$ cat src/rtl/lenet_pkg.sv
// rtl/lenet_pkg.sv - shared widths, FSM states and constants for the LeNet output stage
//
// Purpose: common definitions used by fc_out_collect, its bank and its stream interface.
// Ports: none (package).
package lenet_pkg;

  localparam int DATA_W        = 16;  // width of one class score
  localparam int NUM_CLASS     = 10;  // scores per frame, fixed by the comparator tree
  localparam int CNT_W         = 4;   // slot counter / write index width
  localparam int GET_CLASS_LAT = 4;   // cycles from get_class start to done

  typedef enum logic [1:0] {
    COLLECT = 2'd0,
    ISSUE   = 2'd1,
    WAIT    = 2'd2
  } state_t;

  // Flipping the sign bit maps two's complement onto offset binary, so an
  // unsigned comparison orders the scores the same way a signed one would.
  function automatic logic [DATA_W-1:0] to_offset_bin(input logic [DATA_W-1:0] d);
    return {~d[DATA_W-1], d[DATA_W-2:0]};
  endfunction

endpackage

$ cat src/rtl/fc_out_collect_if.sv
// rtl/fc_out_collect_if.sv - serial score stream from the FC layer
//
// Purpose: groups the valid/ready score stream feeding fc_out_collect.
// Signals: fc_valid (beat valid), fc_first (beat is slot 0), fc_data (score),
//          fc_ready (collector accepts this cycle).
// Modports: master = FC layer side, slave = collector side.
interface fc_out_collect_if;
  import lenet_pkg::*;

  logic              fc_valid;
  logic              fc_first;
  logic [DATA_W-1:0] fc_data;
  logic              fc_ready;

  modport master (output fc_valid, output fc_first, output fc_data, input fc_ready);
  modport slave  (input fc_valid, input fc_first, input fc_data, output fc_ready);

endinterface

$ cat src/rtl/fc_out_bank.sv
// rtl/fc_out_bank.sv - ten-entry score register bank
//
// Purpose: holds one frame of class scores; each entry keeps its value until rewritten.
// Ports: clk, rst (sync, active-high, clears all entries), wr_en, wr_idx (slot),
//        wr_data (score), bank (all entries, index = slot).
module fc_out_bank
  import lenet_pkg::*;
(
  input  logic                                clk,
  input  logic                                rst,
  input  logic                                wr_en,
  input  logic [CNT_W-1:0]                    wr_idx,
  input  logic [DATA_W-1:0]                   wr_data,
  output logic [NUM_CLASS-1:0][DATA_W-1:0]    bank
);

  always_ff @(posedge clk) begin
    if (rst) begin
      bank <= '0;
    end else begin
      for (int i = 0; i < NUM_CLASS; i++) begin
        if (wr_en && (wr_idx == CNT_W'(i))) begin
          bank[i] <= wr_data;
        end
      end
    end
  end

endmodule

$ cat src/rtl/fc_out_collect.sv
// rtl/fc_out_collect.sv - collects ten FC scores and launches get_class
//
// Purpose: captures a serial frame of NUM_CLASS scores into a register bank,
//          pulses get_class_start once the bank is complete, then blocks new
//          beats until get_class_done.
// Ports: clk, rst (sync, active-high), fc (score stream, slave side),
//        class0..class9 (bank contents), get_class_start (one-cycle pulse),
//        get_class_done (completion from get_class), frame_err (sticky restart flag).
// Config: FC_OUT_OFFSET_EN - store scores as offset binary instead of raw.
module fc_out_collect
  import lenet_pkg::*;
(
  input  logic              clk,
  input  logic              rst,
  fc_out_collect_if.slave   fc,
  output logic [DATA_W-1:0] class0,
  output logic [DATA_W-1:0] class1,
  output logic [DATA_W-1:0] class2,
  output logic [DATA_W-1:0] class3,
  output logic [DATA_W-1:0] class4,
  output logic [DATA_W-1:0] class5,
  output logic [DATA_W-1:0] class6,
  output logic [DATA_W-1:0] class7,
  output logic [DATA_W-1:0] class8,
  output logic [DATA_W-1:0] class9,
  output logic              get_class_start,
  input  logic              get_class_done,
  output logic              frame_err
);

  state_t                           state, state_nxt;
  logic [CNT_W-1:0]                 cnt, cnt_nxt;
  logic [CNT_W-1:0]                 slot;
  logic                             accept;
  logic                             last_slot;
  logic [DATA_W-1:0]                wr_data;
  logic [NUM_CLASS-1:0][DATA_W-1:0] bank;

  // Acceptance is decoded from the state register directly so no input
  // reaches fc_ready combinationally.
  assign accept    = fc.fc_valid && (state == COLLECT);
  // fc_first forces slot 0 regardless of where the counter stands.
  assign slot      = fc.fc_first ? '0 : cnt;
  assign last_slot = (slot == CNT_W'(NUM_CLASS - 1));

`ifdef FC_OUT_OFFSET_EN
  assign wr_data = to_offset_bin(fc.fc_data);
`else
  assign wr_data = fc.fc_data;
`endif

  always_ff @(posedge clk) begin
    if (rst) begin
      state <= COLLECT;
    end else begin
      state <= state_nxt;
    end
  end

  always_comb begin
    state_nxt       = state;
    fc.fc_ready     = 1'b0;
    get_class_start = 1'b0;
    case (state)
      COLLECT: begin
        fc.fc_ready = 1'b1;
        if (accept && last_slot) begin
          state_nxt = ISSUE;
        end
      end
      ISSUE: begin
        get_class_start = 1'b1;
        state_nxt       = WAIT;
      end
      WAIT: begin
        if (get_class_done) begin
          state_nxt = COLLECT;
        end
      end
      default: state_nxt = COLLECT;
    endcase
  end

  always_comb begin
    cnt_nxt = cnt;
    if (accept) begin
      cnt_nxt = last_slot ? '0 : slot + CNT_W'(1);
    end
  end

  always_ff @(posedge clk) begin
    if (rst) begin
      cnt       <= '0;
      frame_err <= 1'b0;
    end else begin
      cnt <= cnt_nxt;
      // A new frame starting while a partial one is pending loses that frame.
      if (accept && fc.fc_first && (cnt != '0)) begin
        frame_err <= 1'b1;
      end
    end
  end

  fc_out_bank u_bank (
    .clk     (clk),
    .rst     (rst),
    .wr_en   (accept),
    .wr_idx  (slot),
    .wr_data (wr_data),
    .bank    (bank)
  );

  assign class0 = bank[0];
  assign class1 = bank[1];
  assign class2 = bank[2];
  assign class3 = bank[3];
  assign class4 = bank[4];
  assign class5 = bank[5];
  assign class6 = bank[6];
  assign class7 = bank[7];
  assign class8 = bank[8];
  assign class9 = bank[9];

endmodule

$ cat src/flat_wrapper.sv
// flat-port wrapper written by rule: the top's interface ports become plain ports
module fc_out_collect_flat import lenet_pkg::*;
  (clk, rst, class0, class1, class2, class3, class4, class5, class6, class7, class8, class9, get_class_start, get_class_done, frame_err, fc_fc_valid, fc_fc_first, fc_fc_data, fc_fc_ready);
  fc_out_collect_if fc_i ();
  input  logic clk;
  input  logic rst;
  output logic [DATA_W-1:0] class0;
  output logic [DATA_W-1:0] class1;
  output logic [DATA_W-1:0] class2;
  output logic [DATA_W-1:0] class3;
  output logic [DATA_W-1:0] class4;
  output logic [DATA_W-1:0] class5;
  output logic [DATA_W-1:0] class6;
  output logic [DATA_W-1:0] class7;
  output logic [DATA_W-1:0] class8;
  output logic [DATA_W-1:0] class9;
  output logic get_class_start;
  input  logic get_class_done;
  output logic frame_err;
  input wire logic [$bits(fc_i.fc_valid)-1:0] fc_fc_valid;
  input wire logic [$bits(fc_i.fc_first)-1:0] fc_fc_first;
  input wire logic [$bits(fc_i.fc_data)-1:0] fc_fc_data;
  output wire logic [$bits(fc_i.fc_ready)-1:0] fc_fc_ready;
  assign fc_i.fc_valid = fc_fc_valid;
  assign fc_i.fc_first = fc_fc_first;
  assign fc_i.fc_data = fc_fc_data;
  assign fc_fc_ready = fc_i.fc_ready;
  fc_out_collect u_core (.clk(clk), .rst(rst), .fc(fc_i), .class0(class0), .class1(class1), .class2(class2), .class3(class3), .class4(class4), .class5(class5), .class6(class6), .class7(class7), .class8(class8), .class9(class9), .get_class_start(get_class_start), .get_class_done(get_class_done), .frame_err(frame_err));
endmodule
$ cat config.mk
export PLATFORM = sky130hd
export DESIGN_NAME = fc_out_collect_flat
export DESIGN_NICKNAME = d
export VERILOG_FILES = /design/src/rtl/lenet_pkg.sv /design/src/rtl/fc_out_collect_if.sv /design/src/rtl/fc_out_bank.sv /design/src/rtl/fc_out_collect.sv /design/src/flat_wrapper.sv
export SDC_FILE = /design/constraint.sdc
export NUM_CORES = 1
export LEC_CHECK = 0
export BUFFER_PORTS_ARGS = -buffer_cell sky130_fd_sc_hd__buf_2
export CAP_MARGIN = 20
export CORE_ASPECT_RATIO = 1.75
export CORE_MARGIN = 4
export CORE_UTILIZATION = 47
export CTS_CLUSTER_SIZE = 30
export DETAILED_ROUTE_END_ITERATION = 8
export HOLD_SLACK_MARGIN = 0.08
export PLACE_DENSITY = 0.88
export SLEW_MARGIN = 0
export SYNTH_ARGS = -nofsm -noshare
export SYNTH_HDL_FRONTEND = slang
export SYNTH_SLANG_ARGS = --single-unit
$ cat constraint.sdc
create_clock -name clk -period 1.6 [get_ports clk]
set_input_delay 0 -clock clk [delete_from_list [all_inputs] [get_ports clk]]
set_output_delay 0 -clock clk [all_outputs]
set_load 0.05 [all_outputs]
=== Word-level counts from Yosys, hierarchy flattened ===
Index checks and enable logic that the tools add are counted.

* Flip-flop bits (word level): 167
* Bits of input ports: 21
* Output and inout port bits: 163
* Logic and storage cells: 51

* Add/sub/neg operators: 1
* Equal/unequal tests: 13
* Multiplexer cells: 7
* Reduce and logical (&&, ||, !) cells: 17

{| class="wikitable"
|+ Operators by type and width
! kind !! number
|-
| $eq 4x3->1 const B || 4
|-
| $logic_and 1x1->1 || 13
|-
| $eq 4x2->1 const B || 2
|-
| $eq 4x4->1 const B || 2
|-
| $mux 4 || 2
|-
| $pmux 2 s3 || 1
|-
| $add 4x1->4 const B || 1
|-
| $eq 4x1->1 const B || 1
|-
| $logic_not 4->1 || 1
|-
| $mux 2 || 2
|-
| $ne 2x2->1 const B || 2
|-
| $reduce_bool 4->1 || 1
|-
| $eq 2x1->1 const B || 1
|-
| $eq 2x2->1 const B || 1
|-
| $logic_not 2->1 || 1
|-
| $mux 1 || 2
|-
| $reduce_and 2->1 || 1
|}

=== Depth between registers and ports, before layout ===
Gate-level depths: netlist (run 1).

* Word-level depth: 5
* Gate-level depth with buffers: 6

=== By module ===
Synthesis (run 1) repeated with hierarchy kept, for this count alone.

* Cells, all modules: 601
* Area, all modules: 6,660.1 um^2

{| class="wikitable"
|+ By module, submodules not included
! module !! instances !! cells each !! area each (um^2)
|-
| fc_out_bank || 1 || 561 || 6,302.3
|-
| fc_out_collect || 1 || 40 || 357.8
|}

=== Worst setup path before layout (run 1) ===
Ideal clock, no wire load.

* Path type: register -> register
* From: reg u_core.cnt[1]
* To: reg u_core.u_bank.bank[133] in the netlist's numbering
* Setup time: 0.132 ns
* Arrival time: 1.421 ns
* Data required time: 1.468 ns
* Setup slack: 0.046 ns
* Stages on the path, launching flop included: 6
* Path buffers: 2
* Clock period less this slack: 1.554 ns
* Cell sequence: dfxtp_1 clkbuf_2 or4b_1 clkbuf_1 o21ai_0 a21oi_1

* Longest elaborated chain between the ends: 3

{| class="wikitable"
|+ Ends and longest elaborated chain
! what !! line !! RTL
|-
| from (decl) || fc_out_collect.sv:32 || <nowiki>logic [CNT_W-1:0] cnt, cnt_nxt;</nowiki>
|-
| from (signal assigned) || fc_out_collect.sv:96 || <nowiki>cnt <= cnt_nxt;</nowiki>
|-
| $mux 4 || fc_out_collect.sv:43 || <nowiki>assign slot = fc.fc_first ? '0 : cnt;</nowiki>
|-
| $eq 4x4->1 || fc_out_bank.sv:22 || <nowiki>if (wr_en && (wr_idx == CNT_W'(i))) begin</nowiki>
|-
| $logic_and 1x1->1 || fc_out_bank.sv:22 ||
|-
| to (signal, indexed assignment) || fc_out_bank.sv:23 || <nowiki>bank[i] <= wr_data;</nowiki>
|-
| to (decl) || fc_out_bank.sv:14 || <nowiki>output logic [NUM_CLASS-1:0][DATA_W-1:0] bank</nowiki>
|}

Every way passes these cells.
A chain may end at the register's enable or synchronous reset.

=== Final worst setup path (run 1) ===
* From: reg u_core.state[0]
* To: reg u_core.u_bank.bank[14] in the netlist's numbering

* Longest elaborated chain between the ends: 3

{| class="wikitable"
|+ Ends and longest elaborated chain
! what !! line !! RTL
|-
| from (decl) || fc_out_collect.sv:31 || <nowiki>state_t state, state_nxt;</nowiki>
|-
| from (signal assigned) || fc_out_collect.sv:56 || <nowiki>state <= state_nxt;</nowiki>
|-
| $logic_not 2->1 || fc_out_collect.sv:41 || <nowiki>assign accept = fc.fc_valid && (state == COLLECT);</nowiki>
|-
| $logic_and 1x1->1 || fc_out_collect.sv:41 ||
|-
| $logic_and 1x1->1 || fc_out_bank.sv:22 ||
|}

Every way passes these cells.

==> results of run 1 <==
[kinds of logic after synthesis]
family                 after synthesis  share of synthesized area
buffers and inverters               55                     0.0456
multiplexers                       112                      0.167
AND/OR/NAND/NOR                    206                      0.200
AO/OA/AOI/OAI                      112                     0.0895
flip-flops                         167                      0.497
XOR/XNOR                             1                    0.00130
[final timing paths]
kind | endpoint | start
setup / recovery | u_core.u_bank.bank[14]$_SDFFE_PP0P_ | u_core.state[0]$_SDFFE_PP0P_
hold / removal | u_core.cnt[2]$_SDFFE_PP0N_ | fc_fc_valid
hold reg to reg | u_core.u_bank.bank[24]$_SDFFE_PP0P_ | u_core.u_bank.bank[24]$_SDFFE_PP0P_
setup reg to reg | u_core.u_bank.bank[14]$_SDFFE_PP0P_ | u_core.state[0]$_SDFFE_PP0P_
[critical path, delay by kind of cell, from the launching register on]
family                 cells  cell delay [ns]
multiplexers               1             0.17
AO/OA/AOI/OAI              1             0.07
flip-flops                 1             0.37
AND/OR/NAND/NOR            1             0.30
buffers and inverters      3             0.52
[power by group]
group	internal [mW]	switching [mW]	total [mW]
clock	2.51	1.80	4.31
sequential	4.20	0.0338	4.24
combinational	0.256	0.479	0.735
total	6.97	2.31	9.28
[repair_timing]
action | in CTS | in global routing
hold buffers | 19 | 0
pin swaps | 1 | 3
endpoints found under the hold margin | 54 | 0
gates resized for setup | 1 | 10
buffers inserted | 1 | 2
endpoints found under the setup margin | 22 | 49
[cell usage after synthesis, types with 2 or more instances]
master / instances / share of area
sky130_fd_sc_hd__mux2i_1: 112 / 0.17
sky130_fd_sc_hd__buf_4: 3 / 0.0033
sky130_fd_sc_hd__dfxtp_1: 167 / 0.50
sky130_fd_sc_hd__o21ai_0: 48 / 0.036
sky130_fd_sc_hd__o21ai_1: 2 / 0.0015
sky130_fd_sc_hd__nor3b_4: 2 / 0.0056
sky130_fd_sc_hd__buf_6: 7 / 0.012
sky130_fd_sc_hd__nand3_1: 48 / 0.036
sky130_fd_sc_hd__buf_2: 15 / 0.011
sky130_fd_sc_hd__nor2_1: 9 / 0.0050
sky130_fd_sc_hd__clkbuf_1: 26 / 0.015
sky130_fd_sc_hd__nand2b_1: 128 / 0.12
sky130_fd_sc_hd__nand3_4: 2 / 0.0052
sky130_fd_sc_hd__a21oi_1: 53 / 0.039
[metal layers]
metal / part of all wire / wire length, um / global-route usage
met1: 0.37 / 7440 / 0.261
met2: 0.54 / 10700 / 0.437
met3: 0.052 / 1050 / 0.0429
met4: 0.037 / 734 / 0.111
met5: 0 / 0 / 0
[through the flow]
step / std cells / TNS [ns]
3_5_place_dp: 996 / -0.229
3_3_place_gp: 996 / 0
2_1_floorplan: 653 / 0
4_1_cts: 1048 / 0
5_1_grt: 1050 / 0
6_report: 1050 / 0
[sequential cells by signal, summed over array words and instances, names as in the netlist]
register	count
u_core.state	2
u_core.cnt	4
u_core.frame_err	1
u_core.u_bank.bank	160
[cell type report]
type / count / area [um2] / area share
Sequential cell: 167 / 3340 / 0.379
Multi-Input combinational cell: 431 / 3100 / 0.351
Timing Repair Buffer: 242 / 1540 / 0.174
Clock buffer: 18 / 429 / 0.0486
Tap cell: 177 / 221 / 0.0251
Clock inverter: 14 / 194 / 0.0220
Inverter: 1 / 3.75 / 0.000425
==> flow_summary_export.csv, run 1 <==
group,metric,value,unit
synth,yosys_most_used_dff,"sky130_fd_sc_hd__dfxtp_1",
route,route.antenna.remaining_nets,0,
clocking,cts.reportedPaths.clkPinSlew,0.07,ns
clocking,cts_tree,"yes",
route,routed-via-count,5689,
pwr,vdd_drop_max,0.690,mV
sta,postLayoutSetupSlackWorst,0.0131,ns
finish,fraction_of_layout_cells_with_a_size_suffix_above_1,0.312,
route,post_drt_via_cell_ratio,5.42,
sta,hold_violations,0,
clocking,tritoncts_num_sinks,167,
route,wl,20000,um
synth,synth_seq_area_share,0.497,
worst_setup_path,critPathArrivalTime,1.85,ns
finish,most_common_cell_after_layout_fill_and_taps_aside,"sky130_fd_sc_hd__buf_2",
worst_setup_path,series_of_cell_instances_along_the_critical_path,"buf_4, nor3b_4, buf_6, o211ai_4, buf_12, mux2i_2",
synth,synth_cell_types,45,
finish,fillCellCount,1125,
die,die_w,98.4,um
sta,number_of_endpoints_failing_setup_at_the_final_stage,0,
worst_setup_path,worstSetupEndpointType,"flip-flop",
pwr,power.density_cell_area,1050,mW/mm2
global_routing,globalRouteTotalUtil,0.239,
global_routing,grt_remaining_overflow,0,
clocking,h-tree-depth,4,
synth,yosys_register_bits,167,
sta,max_freq,0.630,GHz
route,wl_per_cell,19.0,um
route,drc_errors,0,
clocking,clk_root_buffer_cell,"sky130_fd_sc_hd__clkbuf_16",
worst_setup_path,slowest_delay,0.37,ns
synth,netlist_area,0.00672,mm2
worst_setup_path,critPathKind,"reg2reg",
outcome,outcome,"complete, no violations",
global_routing,grt_pass1_wl,31000,um
route,dr.pass1.iters,5,
min_path,holdCritPathClass,"in2reg",
finish,synthesis_to_layout_area_growth,31.3,%
pwr,overall_power_of_the_completed_layout,9.28,mW
die,fp.coreArea,0.0140,mm2
place,routabilityCongestion,0.875,
synth,syn_avg_cell_area,10.3,um2
place,dp.final_hpwl,13800,um
finish,final_nets,881,
die,pin_count,184,
synth,synth_cells,653,
finish,antenna_cells,0,
worst_setup_path,cpMaxStageDelayCell,"sky130_fd_sc_hd__dfxtp_1",
min_path,min_delay_path_depth,4,
worst_setup_path,setup.reg_to_reg.worst_slack,0.01,ns
global_routing,grt_start_max_net_pins,71,
sta,relSlewSlack,0.651,
die,dieHeight,166,um
worst_setup_path,crit_path_max_fanout,16,
sta,clock_period_minus_final_worst_setup_slack,1.59,ns
route,initial_drc_count,352,
die,die_area,0.0164,mm2
sta,timing_worst_slew_pin_value,0.524,ns
finish,design_area,0.00883,mm2
synth,mappedNetlistNets,674,
sta,period_share,0.992,
finish,commonest_non_fill_non_tap_cells_in_the_layout,"182 x sky130_fd_sc_hd__buf_2, 166 x sky130_fd_sc_hd__dfxtp_1, 128 x sky130_fd_sc_hd__nand2b_1",
global_routing,antenna_found_initial,0,
die,rows,57,
sta,rsz_0062_raised_after_global_routing,"no",
job,cap_violations,0,
global_routing,grt_pass1_vias,5620,
finish,utilization,0.632,
worst_setup_path,worstSetupStartpointType,"flip-flop",
place,pre_cts_ws,-0.0223,ns
synth,yosys_warnings,0,
pwr,cellLeakagePower,4.28,nW
place,portBuffers,183,
place,placement.cell_area,0.00795,mm2
clocking,cts_made_buffers,17,
worst_setup_path,worst-endpoint-required,1.87,ns
sta,post_route_skew,0.00762,ns
worst_setup_path,r2r.worst_path.cells,6,
synth,synth_edf_count,0,
synth,async_reset_ff_frac,0,
sta,drv_slew,0,
clocking,cts.path.max_buffers,2,
sta,finalHoldWorstSlack,0.173,ns
clocking,clkLatencyLatePin,0.41,ns
die,start_util,0.481,
Note: power is estimated with default switching activity, not from simulation.
==> inputs of run 2 (changes only) <==
--- a/config.mk
+++ b/config.mk
@@ -8,7 +8,7 @@
 export BUFFER_PORTS_ARGS = -buffer_cell sky130_fd_sc_hd__buf_2
 export CAP_MARGIN = 20
 export CORE_ASPECT_RATIO = 1.75
-export CORE_MARGIN = 4
+export CORE_MARGIN = 3
 export CORE_UTILIZATION = 47
 export CTS_CLUSTER_SIZE = 30
 export DETAILED_ROUTE_END_ITERATION = 8
==> flow_summary_export.csv, run 2 (synthesis gave the netlist of run 1 again) <==
group,metric,value,unit
finish,max_flop_register,"u_core.u_bank.bank",
die,start_util,0.481,
sta,drv_slew,0,
clocking,clk_root_buffer_cell,"sky130_fd_sc_hd__clkbuf_16",
die,pin_count,184,
die,rows,57,
die,die_area,0.0158,mm2
route,initial_drc_count,367,
die,fp.coreArea,0.0140,mm2
clocking,cts.reportedPaths.clkPinSlew,0.07,ns
clocking,h-tree-depth,4,
global_routing,grt_start_max_net_pins,57,
worst_setup_path,worst-endpoint-required,1.90,ns
finish,commonest_non_fill_non_tap_cells_in_the_layout,"182 x sky130_fd_sc_hd__buf_2, 164 x sky130_fd_sc_hd__dfxtp_1, 128 x sky130_fd_sc_hd__nand2b_1",
route,wl,20600,um
min_path,holdCritPathClass,"in2reg",
worst_setup_path,worstSetupStartpointType,"flip-flop",
finish,final_nets,889,
clocking,clkLatencyLatePin,0.42,ns
outcome,outcome,"complete, but fails checks",
place,portBuffers,183,
sta,postLayoutSetupSlackWorst,-0.0267,ns
sta,max_freq,0.615,GHz
finish,reg.largest.list,"u_core.u_bank.bank (160), u_core.cnt (4), u_core.state (2)",
finish,synthesis_to_layout_area_growth,33.7,%
clocking,cts_tree,"yes",
global_routing,grt_pass1_vias,5405,
clocking,cts.path.max_buffers,2,
sta,number_of_endpoints_failing_setup_at_the_final_stage,2,
worst_setup_path,worstSetupEndpointType,"flip-flop",
sta,rsz_0062_raised_after_global_routing,"yes",
sta,timing_worst_slew_pin_value,0.594,ns
route,route.antenna.remaining_nets,0,
sta,relSlewSlack,0.604,
sta,hold_violations,0,
place,dp.final_hpwl,13500,um
finish,seq_area,0.00335,mm2
die,dieHeight,164,um
clocking,tritoncts_num_sinks,167,
clocking,cts_made_buffers,17,
global_routing,grt_remaining_overflow,0,
route,dr.pass1.iters,6,
global_routing,antenna_found_initial,0,
global_routing,grt_pass1_wl,28900,um
global_routing,globalRouteTotalUtil,0.244,
finish,fraction_of_layout_cells_with_a_size_suffix_above_1,0.329,
outcome,violations,"negative setup slack",
sta,post_route_skew,0.0125,ns
route,wl_per_cell,19.5,um
finish,largest_register_ff_count,160,
sta,clock_period_minus_final_worst_setup_slack,1.63,ns
route,drc_errors,0,
sta,period_share,1.02,
pwr,vdd_drop_max,0.713,mV
finish,most_common_cell_after_layout_fill_and_taps_aside,"sky130_fd_sc_hd__buf_2",
finish,fillCellCount,1104,
finish,utilization,0.643,
route,routed-via-count,5884,
place,routabilityCongestion,0.884,
job,cap_violations,0,
place,pre_cts_ws,0.0214,ns
finish,area_occupied_by_multi_input_gates,0.00313,mm2
die,die_w,96.4,um
sta,setup-tns-final,-0.0316,ns
worst_setup_path,crit_path_max_fanout,31,
finish,antenna_cells,0,
pwr,overall_power_of_the_completed_layout,9.11,mW
worst_setup_path,critPathArrivalTime,1.93,ns
route,post_drt_via_cell_ratio,5.56,
worst_setup_path,critPathKind,"reg2reg",
pwr,cellLeakagePower,4.35,nW
pwr,power.density_cell_area,1010,mW/mm2
-- run 2: power breakdown --
group / total (mW) / leakage [nW] / switching (mW) / internal [mW]
sequential: 4.23 / 1.35 / 0.0313 / 4.20
combinational: 0.774 / 2.72 / 0.498 / 0.276
clock: 4.10 / 0.283 / 1.84 / 2.26
total: 9.11 / 4.35 / 2.37 / 6.74
-- run 2: through the flow --
stage	cells	hold slack, ns	cell area, um2
2_1_floorplan	653	0.148	6720
3_3_place_gp	998	0.289	7970
5_1_grt	1058	0.197	8990
6_report	1058	0.178	8990
4_1_cts	1049	0.164	8760
3_5_place_dp	998	0.292	7970
-- run 2: layout make-up --
class | count | area share
multi-input cells | 431 | 0.348
well taps | 177 | 0.0246
inverters | 1 | 0.000418
clock buffers | 18 | 0.0489
flip-flops and latches | 167 | 0.373
clock inverters | 14 | 0.0173
repair buffers | 250 | 0.188
-- run 2: final timing paths --
path                                             from                              endpoint  slack, ns  depth (start not counted)
setup / recovery         u_core.state[0]$_SDFFE_PP0P_  u_core.u_bank.bank[139]$_SDFFE_PP0P_      -0.03                          4
hold / removal                            fc_fc_valid            u_core.cnt[3]$_SDFFE_PP0N_       0.18                          4
setup reg to reg         u_core.state[0]$_SDFFE_PP0P_  u_core.u_bank.bank[139]$_SDFFE_PP0P_      -0.03                          4
hold reg to reg   u_core.u_bank.bank[68]$_SDFFE_PP0P_   u_core.u_bank.bank[68]$_SDFFE_PP0P_       0.47                          2
-- run 2: worst max-delay path, stage by stage, from the launching register on --
cell                      delay [ns]
sky130_fd_sc_hd__dfxtp_4        0.36
sky130_fd_sc_hd__or4b_4         0.55
sky130_fd_sc_hd__buf_12         0.19
sky130_fd_sc_hd__o21ai_0        0.30
sky130_fd_sc_hd__a21oi_2        0.10
-- run 2: timing repair --
item / CTS / global route
hold buffers: 19 / 0
setup buffers: 0 / 5
resized for setup: 2 / 21
endpoints found under the hold margin: 57 / 0
gates cloned: 0 / 4
pin swaps: 0 / 3
endpoints found under the setup margin: 1 / 72
-- run 2: metal layers --
metal | vias up | track usage | routed length (um) | share of wire
met4 | 0 | 0.123 | 909 | 0.044
met3 | 76 | 0.0417 | 1130 | 0.055
met5 | - | 0 | 0 | 0
met2 | 268 | 0.434 | 11100 | 0.54
met1 | 2858 | 0.271 | 7510 | 0.36
li1 | 2682 | - | - | -
